[src/rtl/cpu_run_ctrl_pkg.sv]
// Shared state encoding and widths for the core run controller.
package cpu_run_ctrl_pkg;

    localparam int STATE_W    = 3;
    localparam int STEP_CNT_W = 16;

    typedef enum logic [STATE_W-1:0] {
        WAIT_LOCK = 3'd0,
        RST_HOLD  = 3'd1,
        HALT      = 3'd2,
        RUN       = 3'd3,
        STEP      = 3'd4
    } run_state_t;

endpackage

[src/rtl/cpu_run_ctrl_key_debounce.sv]
// Push-button conditioner: 2-FF synchronizer, level debounce, 1-cycle press pulse on accepted 1->0.
// Latency: press appears 2 + DEBOUNCE cycles after a clean key fall.
// Backpressure: none; pulses are fire-and-forget.
module key_debounce #(
    parameter int DEBOUNCE = 250000
) (
    input  logic clock,
    input  logic rst,
    input  logic key_n,
    output logic press
);

    localparam int CW = (DEBOUNCE > 1) ? $clog2(DEBOUNCE) : 1;
    localparam logic [CW-1:0] CNT_LAST = CW'(DEBOUNCE - 1);

    logic [1:0]    sync_q;
    logic          level_q;
    logic [CW-1:0] cnt_q;
    logic          key_s;

    assign key_s = sync_q[1];

    always_ff @(posedge clock or posedge rst) begin
        if (rst) begin
            sync_q  <= 2'b11;
            level_q <= 1'b1;
            cnt_q   <= '0;
            press   <= 1'b0;
        end else begin
            sync_q <= {sync_q[0], key_n};
            press  <= 1'b0;
            // The count only runs while the new level persists; any return clears it.
            if (key_s == level_q) begin
                cnt_q <= '0;
            end else if (cnt_q == CNT_LAST) begin
                cnt_q   <= '0;
                level_q <= key_s;
                press   <= ~key_s;
            end else begin
                cnt_q <= cnt_q + CW'(1);
            end
        end
    end

endmodule

[src/rtl/cpu_run_ctrl.sv]
// Core bring-up and run/halt/step sequencer; optional breakpoint halt under CPU_RUN_CTRL_BREAKPOINT_EN.
// Latency: cpu_resetn/cpu_clk_en registered from next state (breakpoint gating is combinational).
// Backpressure: none; key presses arriving in states that do not use them are dropped.
module cpu_run_ctrl
    import cpu_run_ctrl_pkg::*;
#(
    parameter int LOCK_STABLE = 1024,
    parameter int RESET_HOLD  = 16,
    parameter int DEBOUNCE    = 250000,
    parameter int START_RUN   = 1
) (
    input  logic                  clock,
    input  logic                  rst,
    input  logic                  pll_locked,
    input  logic                  key_run_n,
    input  logic                  key_step_n,
    input  logic [31:0]           pc,
    input  logic [31:0]           bp_addr,
    output logic                  cpu_resetn,
    output logic                  cpu_clk_en,
    output logic [STATE_W-1:0]    state,
    output logic [STEP_CNT_W-1:0] step_count
);

    localparam int TMAX = (LOCK_STABLE > RESET_HOLD) ? LOCK_STABLE : RESET_HOLD;
    localparam int TW   = (TMAX > 1) ? $clog2(TMAX) : 1;
    localparam logic [TW-1:0] LOCK_LAST = TW'(LOCK_STABLE - 1);
    localparam logic [TW-1:0] HOLD_LAST = TW'(RESET_HOLD - 1);

    run_state_t            state_q, state_d;
    logic [TW-1:0]         tmr_q, tmr_d;
    logic [1:0]            lock_sync_q;
    logic                  lock_s;
    logic                  run_press, step_press;
    logic                  resetn_q, clk_en_q;
    logic [STEP_CNT_W-1:0] step_count_q;
    logic                  bp_hit;

    key_debounce #(.DEBOUNCE(DEBOUNCE)) u_key_run (
        .clock (clock),
        .rst   (rst),
        .key_n (key_run_n),
        .press (run_press)
    );

    key_debounce #(.DEBOUNCE(DEBOUNCE)) u_key_step (
        .clock (clock),
        .rst   (rst),
        .key_n (key_step_n),
        .press (step_press)
    );

    assign lock_s = lock_sync_q[1];

`ifdef CPU_RUN_CTRL_BREAKPOINT_EN
    // Masks the compare for the first enabled cycle after HALT so the core
    // can execute the instruction it stopped on.
    logic bp_mask_q;

    always_ff @(posedge clock or posedge rst) begin
        if (rst) bp_mask_q <= 1'b0;
        else     bp_mask_q <= (state_q == HALT);
    end

    assign bp_hit     = (state_q == RUN) && !bp_mask_q && (pc == bp_addr);
    assign cpu_clk_en = clk_en_q & ~bp_hit;
`else
    logic unused_bp;
    assign unused_bp  = ^{pc, bp_addr};
    assign bp_hit     = 1'b0;
    assign cpu_clk_en = clk_en_q;
`endif

    always_comb begin
        state_d = state_q;
        tmr_d   = '0;
        case (state_q)
            WAIT_LOCK: begin
                if (lock_s) begin
                    if (tmr_q == LOCK_LAST) state_d = RST_HOLD;
                    else                    tmr_d   = tmr_q + TW'(1);
                end
            end
            RST_HOLD: begin
                if (tmr_q == HOLD_LAST) state_d = (START_RUN != 0) ? RUN : HALT;
                else                    tmr_d   = tmr_q + TW'(1);
            end
            HALT: begin
                if (run_press)       state_d = RUN;
                else if (step_press) state_d = STEP;
            end
            RUN: begin
                if (run_press || bp_hit) state_d = HALT;
            end
            STEP:    state_d = HALT;
            default: state_d = WAIT_LOCK;
        endcase
        if (!lock_s && (state_q != WAIT_LOCK)) begin
            state_d = WAIT_LOCK;
            tmr_d   = '0;
        end
    end

    always_ff @(posedge clock or posedge rst) begin
        if (rst) begin
            lock_sync_q  <= 2'b00;
            state_q      <= WAIT_LOCK;
            tmr_q        <= '0;
            resetn_q     <= 1'b0;
            clk_en_q     <= 1'b0;
            step_count_q <= '0;
        end else begin
            lock_sync_q <= {lock_sync_q[0], pll_locked};
            state_q     <= state_d;
            tmr_q       <= tmr_d;
            resetn_q    <= (state_d != WAIT_LOCK) && (state_d != RST_HOLD);
            clk_en_q    <= (state_d == RUN) || (state_d == STEP);
            if ((state_q == WAIT_LOCK) || (state_q == RST_HOLD))
                step_count_q <= '0;
            else if (cpu_clk_en)
                step_count_q <= step_count_q + STEP_CNT_W'(1);
        end
    end

    assign cpu_resetn = resetn_q;
    assign state      = state_q;
    assign step_count = step_count_q;

endmodule

[config.mk]
export PLATFORM = sky130hd
export DESIGN_NAME = cpu_run_ctrl
export DESIGN_NICKNAME = d
export VERILOG_FILES = /design/src/rtl/cpu_run_ctrl_pkg.sv /design/src/rtl/cpu_run_ctrl_key_debounce.sv /design/src/rtl/cpu_run_ctrl.sv
export SDC_FILE = /design/constraint.sdc
export NUM_CORES = 1
export LEC_CHECK = 0
export BUFFER_PORTS_ARGS = -buffer_cell sky130_fd_sc_hd__clkbuf_2
export CORE_MARGIN = 1.5
export CORE_UTILIZATION = 34
export CTS_CLUSTER_SIZE = 10
export DETAILED_ROUTE_END_ITERATION = 16
export PLACE_DENSITY = 0.58
export SYNTH_ARGS = -nofsm -noshare
export SYNTH_HDL_FRONTEND = slang
export SYNTH_HIERARCHICAL = 1
export SYNTH_SLANG_ARGS = --single-unit
[constraint.sdc]
create_clock -name clock -period 1.8 [get_ports clock]
set_clock_uncertainty 0.1 [all_clocks]
set_input_delay 0.09 -clock clock [delete_from_list [all_inputs] [get_ports clock]]
set_output_delay 0.09 -clock clock [all_outputs]
set_load 0.1 [all_outputs]
==> reports/results.txt, run 1 <==
Pwr per Cell Area: 699 nW/um2
Commonest non-fill, non-tap cell in the layout: nor2_1
Crit path depth: 3
Routed wire per std cell: 12.6 um
Fraction of layout cells with a size suffix above 1: 31.5%
Post-Synth XOR/XNOR Area: 11.8%
RR Startpoint: u_key_step/cnt_q[13]
FF+latch area: 1970 um2
H-tree depth: 3
Setup crit start: u_key_step/cnt_q[13]
Max layer used: met4
Post-synthesis register bit count: 77
CP max stage delay: 0.54 ns
First-pass GRT wire length: 13300 um
DRT met1 WL: 3720 um
Async set-or-reset flop fraction in the synthesized netlist: 100%
CP top delay family: simple AND/OR/NAND/NOR gates
Post-synth top flop: dfrtp_1
Die Y: 108 um
Num CTS Buffers: 9
Routed length on met3: 163 um
First drt pass iteration count: 4
Buffers on Ports: 25
Synth Area in Adders: 1.34%
Fmax: 0.534 GHz
CTS sink count: 77
Max Cap Viol: 0
CP endpoint: u_key_step/level_q
Fraction of synthesized area in multiplexers: 1.08%
Fin nets: 516
Worst-skew pair later-pin latency: 0.37 ns
1st-iter DRT viols: 139
Rows: 38
Footprint of the multi-input gates: 1740 um2
Via density: 4.88
Final antenna-violating net count: 0
Netlist cell types: 43
Worst-case register-to-register setup slack: -0.07 ns
Drt drc: 0
Largest family of logic cells by synthesized area: simple AND/OR/NAND/NOR gates
Dpl cells: 564
Design area: 4700 um2
Synth Area in Compound Gates: 6.12%
Most frequent cells in the layout: nor2_1 (58), dfrtp_1 (54), buf_4 (48)
Final Wtd Congestion: 0.766
Vias in the first global route: 2806
Initial antenna violation count: 0
Largest net degree at the start of global routing: 34
Placed instance area: 4380 um2
Buf/Inv on CP: 0
Die width: 108 um
Syn Std Cell Area: 3720 um2
Seq/Total Area, Yosys: 51.9%
Reg-to-Reg End: u_key_step/level_q
Initial Util: 34.7%
Worst setup margin: -0.0726 ns
Final worst path period share: 104%
Worst Setup Start Kind: flip-flop
CP Class: reg -> reg
Yosys warning count: 6
Core ar.: 10700 um2
Worst-Margin Slew: 0.562 ns
Leakage power total: 2.02 nW
Area grow syn2layout: 26.2%
Most common cell on crit path: or4_4
Clock slew at reported path FFs: 0.08 ns
Mean Syn Cell Area: 10.4 um2
Met2 routed WL: 3410 um
Clock Tree Buf Depth: 2
I/O pins: 90
VDD IR max: 0.000437 V
DP HPWL: 5300 um
Post-Syn Nets: 432
Pins Over Slew Limit: 0
Slowest CP cell: or4_4
Overall routing resource usage: 14.6%
Crit-path cells: or4_4, or4_4, mux2_4
Status: finished, violations left
Unrepaired setup endpoints after global routing: yes
HP Class: in -> async
Die area: 11600 um2
Min Clock Period, post-route: 1.87 ns
DR vias: 2867
Number of synthesized flops with an enable pin: 0
Hold Fails Final Rpt: 0
Worst EP arrival: 2.07 ns
Relative slew slack: 62.7%
Post-route insts no fill: 588
N_diodes: 0
Simple-gate portion of the synthesized area: 25.6%
Worst Reg-to-Reg Cells: 3
CTS tree: built
Overall routed net length: 7430 um
Cell count after synthesis: 359
Max Fanout on Critical Path: 3
Clk root buf: clkbuf_8
Required time of the critical path: 1.99 ns
Failing checks: setup timing
CP endpoint kind: flip-flop
# fillers: 1067
Grt ovf: 0
Final setup viols: 18
==> through the flow <==
| step | utilization [%] | setup TNS, ns | hold slack, ns | setup WS [ns] | power [mW] |
|---|---|---|---|---|---|
| final | 43.7 | -0.353 | 0.133 | -0.0726 | 3.28 |
| after global routing | 43.7 | -3.06 | 0.189 | -0.110 | 3.44 |
| after detailed placement | 40.7 | -0.614 | -0.0261 | -0.0654 | 1.93 |
| after CTS | 43.3 | -0.628 | 0.132 | -0.0585 | 3.34 |
| after global placement | 40.7 | -0.521 | -0.0345 | -0.0542 | 1.93 |
| after floorplan | - | -1.07 | -0.0230 | -0.100 | 1.88 |
==> how the worst min path moves through the flow <==
stage | startpoint | to | slack [ns] | depth (start not counted)
finish | rst | u_key_run/cnt_q[1] | 0.13 | 3
global route | rst | u_key_run/cnt_q[1] | 0.19 | 3
CTS | rst | u_key_run/cnt_q[1] | 0.13 | 3
detailed placement | rst | u_key_run/cnt_q[1] | -0.03 | 2
global placement | rst | u_key_run/cnt_q[1] | -0.03 | 2
floorplan | rst | u_key_run/cnt_q[0] | -0.02 | 1
==> layout make-up <==
type                    instances  area share [%]
clock buffers                  10            2.93
clock inverters                 6            1.52
inverters                      10           0.799
multi-input cells             265            37.1
flip-flops and latches         77            42.0
well taps                     140            3.73
repair buffers                 80            11.9
==> power breakdown <==
group          switching, mW  leakage [nW]  internal [mW]
Sequential            0.0205          1.01           1.75
Clock                  0.681        0.0991          0.687
Combinational         0.0760         0.907         0.0628
Total                  0.777          2.02           2.50
==> tightest hold or removal path, delay by kind of cell <==
kind	cells	cell delay [ns]
buffers and inverters	3	0.89
==> repair_timing <==
action,4_1_cts,5_1_grt
setup endpoints to repair,32,41
gates cloned,0,0
hold buffers,4,0
pin swaps,0,4
buffers inserted,1,3
resized for setup,4,7
hold endpoints to repair,80,0
==> flip-flops by register name (all words and copies together), names as in the netlist, 2 cells and up <==
name and flops:
lock_sync_q 2, state 3, step_count 16, tmr_q 10, u_key_run/cnt_q 18, u_key_run/sync_q 2, u_key_step/cnt_q 18, u_key_step/sync_q 2
==> cells in the mapped netlist, drive strengths merged, types with 7 or more instances <==
cell | n | area, um2
a21oi | 12 | 60.1
and3 | 7 | 47.5
nand2 | 21 | 78.8
or3 | 7 | 43.8
inv | 10 | 37.5
or4 | 8 | 75.1
nand4 | 19 | 140
xor2 | 25 | 219
nand3 | 17 | 85.1
dfrtp | 71 | 1780
xnor2 | 25 | 219
nor2 | 62 | 233
nor4 | 11 | 68.8
==> cells by family after synthesis <==
logic type / after synthesis
multiplexers: 3
flip-flops: 77
AND/OR/NAND/NOR: 178
AO/OA/AOI/OAI: 30
adder cells (fa/ha/maj): 4
XOR/XNOR: 50
buffers and inverters: 17
==> routing by layer <==
layer / global-route usage [%] / vias up
met5: 0 / -
met4: 6.48 / 0
met3: 2.97 / 10
met2: 22.0 / 29
met1: 20.3 / 1403
li1: - / 1425
Note: power is estimated with default switching activity, not from simulation.
==> run 2, diff against run 1 <==
--- a/config.mk
+++ b/config.mk
@@ -10,7 +10,7 @@
 export CORE_UTILIZATION = 34
 export CTS_CLUSTER_SIZE = 10
 export DETAILED_ROUTE_END_ITERATION = 16
-export PLACE_DENSITY = 0.58
+export PLACE_DENSITY = 0.56
 export SYNTH_ARGS = -nofsm -noshare
 export SYNTH_HDL_FRONTEND = slang
 export SYNTH_HIERARCHICAL = 1
==> reports/results.txt, run 2 (same netlist as run 1, synthesis figures left out) <==
Status: finished, violations left (unchanged)
Failing checks: setup timing (unchanged)
Dpl cells: 559 (was 564)
First drt pass iteration count: 4 (unchanged)
Fraction of layout cells with a size suffix above 1: 31.5% (about the same)
Pwr per Cell Area: 665 nW/um2 (was 699 nW/um2)
1st-iter DRT viols: 140 (was 139)
Worst Setup Start Kind: flip-flop (unchanged)
Fmax: 0.540 GHz (was 0.534 GHz)
Commonest non-fill, non-tap cell in the layout: nor2_1 (unchanged)
Final Wtd Congestion: 0.814 (was 0.766)
CP endpoint kind: flip-flop (unchanged)
Pins Over Slew Limit: 0 (unchanged)
Initial Util: 34.7% (unchanged)
Leakage power total: 1.98 nW (was 2.02 nW)
Net Switching: 742 uW (was 777 uW)
Grt ovf: 0 (unchanged)
Clock slew at reported path FFs: 0.08 ns (about the same)
Tot Pwr: 3.09 mW (was 3.28 mW)
Net Sw Frac: 24.0% (was 23.7%)
Clock Tree Buf Depth: 2 (unchanged)
Overall routing resource usage: 14.5% (was 14.6%)
Internal cell power: 2.35 mW (was 2.50 mW)
DR vias: 2856 (was 2867)
Overall routed net length: 7460 um (was 7430 um)
Buffers on Ports: 25 (unchanged)
Post-route setup TNS: -0.103 ns (was -0.353 ns)
Die Y: 108 um (unchanged)
VDD IR max: 0.000262 V (was 0.000437 V)
First-pass GRT wire length: 13000 um (was 13300 um)
Die area: 11600 um2 (unchanged)
Final antenna-violating net count: 0 (unchanged)
Rows: 38 (unchanged)
Worst setup margin: -0.0510 ns (was -0.0726 ns)
CTS tree: built (unchanged)
N_diodes: 0 (unchanged)
Via density: 4.92 (was 4.88)
Setup crit start: u_key_step/cnt_q[13] (unchanged)
Fin nets: 509 (was 516)
Required time of the critical path: 1.99 ns (about the same)
Max Cap Viol: 0 (unchanged)
RR Startpoint: u_key_step/cnt_q[13] (unchanged)
Worst-Margin Slew: 0.567 ns (was 0.562 ns)
Unrepaired setup endpoints after global routing: yes (unchanged)
Final worst path period share: 103% (was 104%)
DP HPWL: 5230 um (was 5300 um)
Reg-to-Reg End: u_key_step/level_q (unchanged)
Worst EP arrival: 2.04 ns (was 2.07 ns)
Hold Fails Final Rpt: 0 (unchanged)
Relative slew slack: 62.4% (was 62.7%)
Most frequent cells in the layout: nor2_1 (62), dfrtp_1 (50), buf_4 (42) (was nor2_1 (58), dfrtp_1 (54), buf_4 (48))
HP Class: in -> async (unchanged)
Hold WS: 0.172 ns (was 0.133 ns)
I/O pins: 90 (unchanged)
Post-route insts no fill: 581 (was 588)
CTS sink count: 77 (unchanged)
Clk root buf: clkbuf_8 (unchanged)
Worst Reg-to-Reg Cells: 3 (unchanged)
Largest net degree at the start of global routing: 34 (unchanged)
Initial antenna violation count: 0 (unchanged)
Worst-skew pair later-pin latency: 0.36 ns (was 0.37 ns)
Gate power share: 4.0% (was 4.2%)
Num CTS Buffers: 9 (unchanged)
Area grow syn2layout: 24.8% (was 26.2%)
H-tree depth: 3 (unchanged)
Clock power frac: 38.4% (was 41.7%)
Drt drc: 0 (unchanged)
Die width: 108 um (unchanged)
Core ar.: 10700 um2 (unchanged)
Worst-case register-to-register setup slack: -0.05 ns (was -0.07 ns)
Routed wire per std cell: 12.8 um (was 12.6 um)
Min Clock Period, post-route: 1.85 ns (was 1.87 ns)
CP Class: reg -> reg (unchanged)
Vias in the first global route: 2848 (was 2806)
# fillers: 1080 (was 1067)
Final setup viols: 3 (was 18)
Reg power frac: 57.6% (was 54.1%)
Max Fanout on Critical Path: 3 (unchanged)
==> run 2: power groups by stage <==
stage,Clock (mW),Combinational [mW],Sequential (mW)
after detailed placement,0,0.117,1.81
after global placement,0,0.116,1.81
after CTS,1.24,0.127,1.78
final,1.19,0.123,1.78
after floorplan,0,0.0736,1.81
after global routing,1.32,0.144,1.78
==> run 2: layout make-up <==
cell class / instances / area, um2 / area share [%]
clock buffers: 11 / 141 / 3.04
clock inverters: 5 / 35.0 / 0.754
inverters: 10 / 37.5 / 0.808
multi-input cells: 265 / 1770 / 38.0
flip-flops and latches: 77 / 1980 / 42.6
well taps: 140 / 175 / 3.77
repair buffers: 73 / 512 / 11.0
==> run 2: per-stage QoR <==
| stage | util (%) | cell area [um2] | worst slack (ns) |
|---|---|---|---|
| after floorplan | - | 3770 | -0.100 |
| after global placement | 40.5 | 4350 | -0.0804 |
| after detailed placement | 40.5 | 4350 | -0.0849 |
| after CTS | 42.7 | 4590 | -0.0644 |
| after global routing | 43.2 | 4650 | -0.0916 |
| final | 43.2 | 4650 | -0.0510 |
==> run 2: critical path, stage by stage, from the launching register on <==
cell     delay, ns
dfrtp_1       0.38
or4_4         0.53
or4_4         0.46
mux2_4        0.31
==> run 2: worst max-delay path by stage <==
| stage | depth (start not counted) | end | slack (ns) |
|---|---|---|---|
| 3_3_place_gp | 4 | u_key_step/level_q | -0.08 |
| 3_5_place_dp | 4 | u_key_step/level_q | -0.08 |
| 5_1_grt | 3 | u_key_run/level_q | -0.09 |
| 4_1_cts | 3 | u_key_step/level_q | -0.06 |
| 6_report | 3 | u_key_step/level_q | -0.05 |
| 2_1_floorplan | 4 | u_key_run/level_q | -0.10 |
==> run 2: routing by layer <==
layer	vias to the layer above	GRT usage [%]	wire, um
met2	34	23.7	3510
li1	1410	-	-
met5	-	0	0
met4	0	7.61	177
met3	13	2.54	175
met1	1399	18.3	3600
==> run 2: repair_timing <==
action / in CTS / in global routing
cloned: 0 / 0
hold buffers: 4 / 0
resized for setup: 3 / 12
endpoints found under the setup margin: 33 / 41
endpoints found under the hold margin: 80 / 0
buffers inserted: 1 / 1
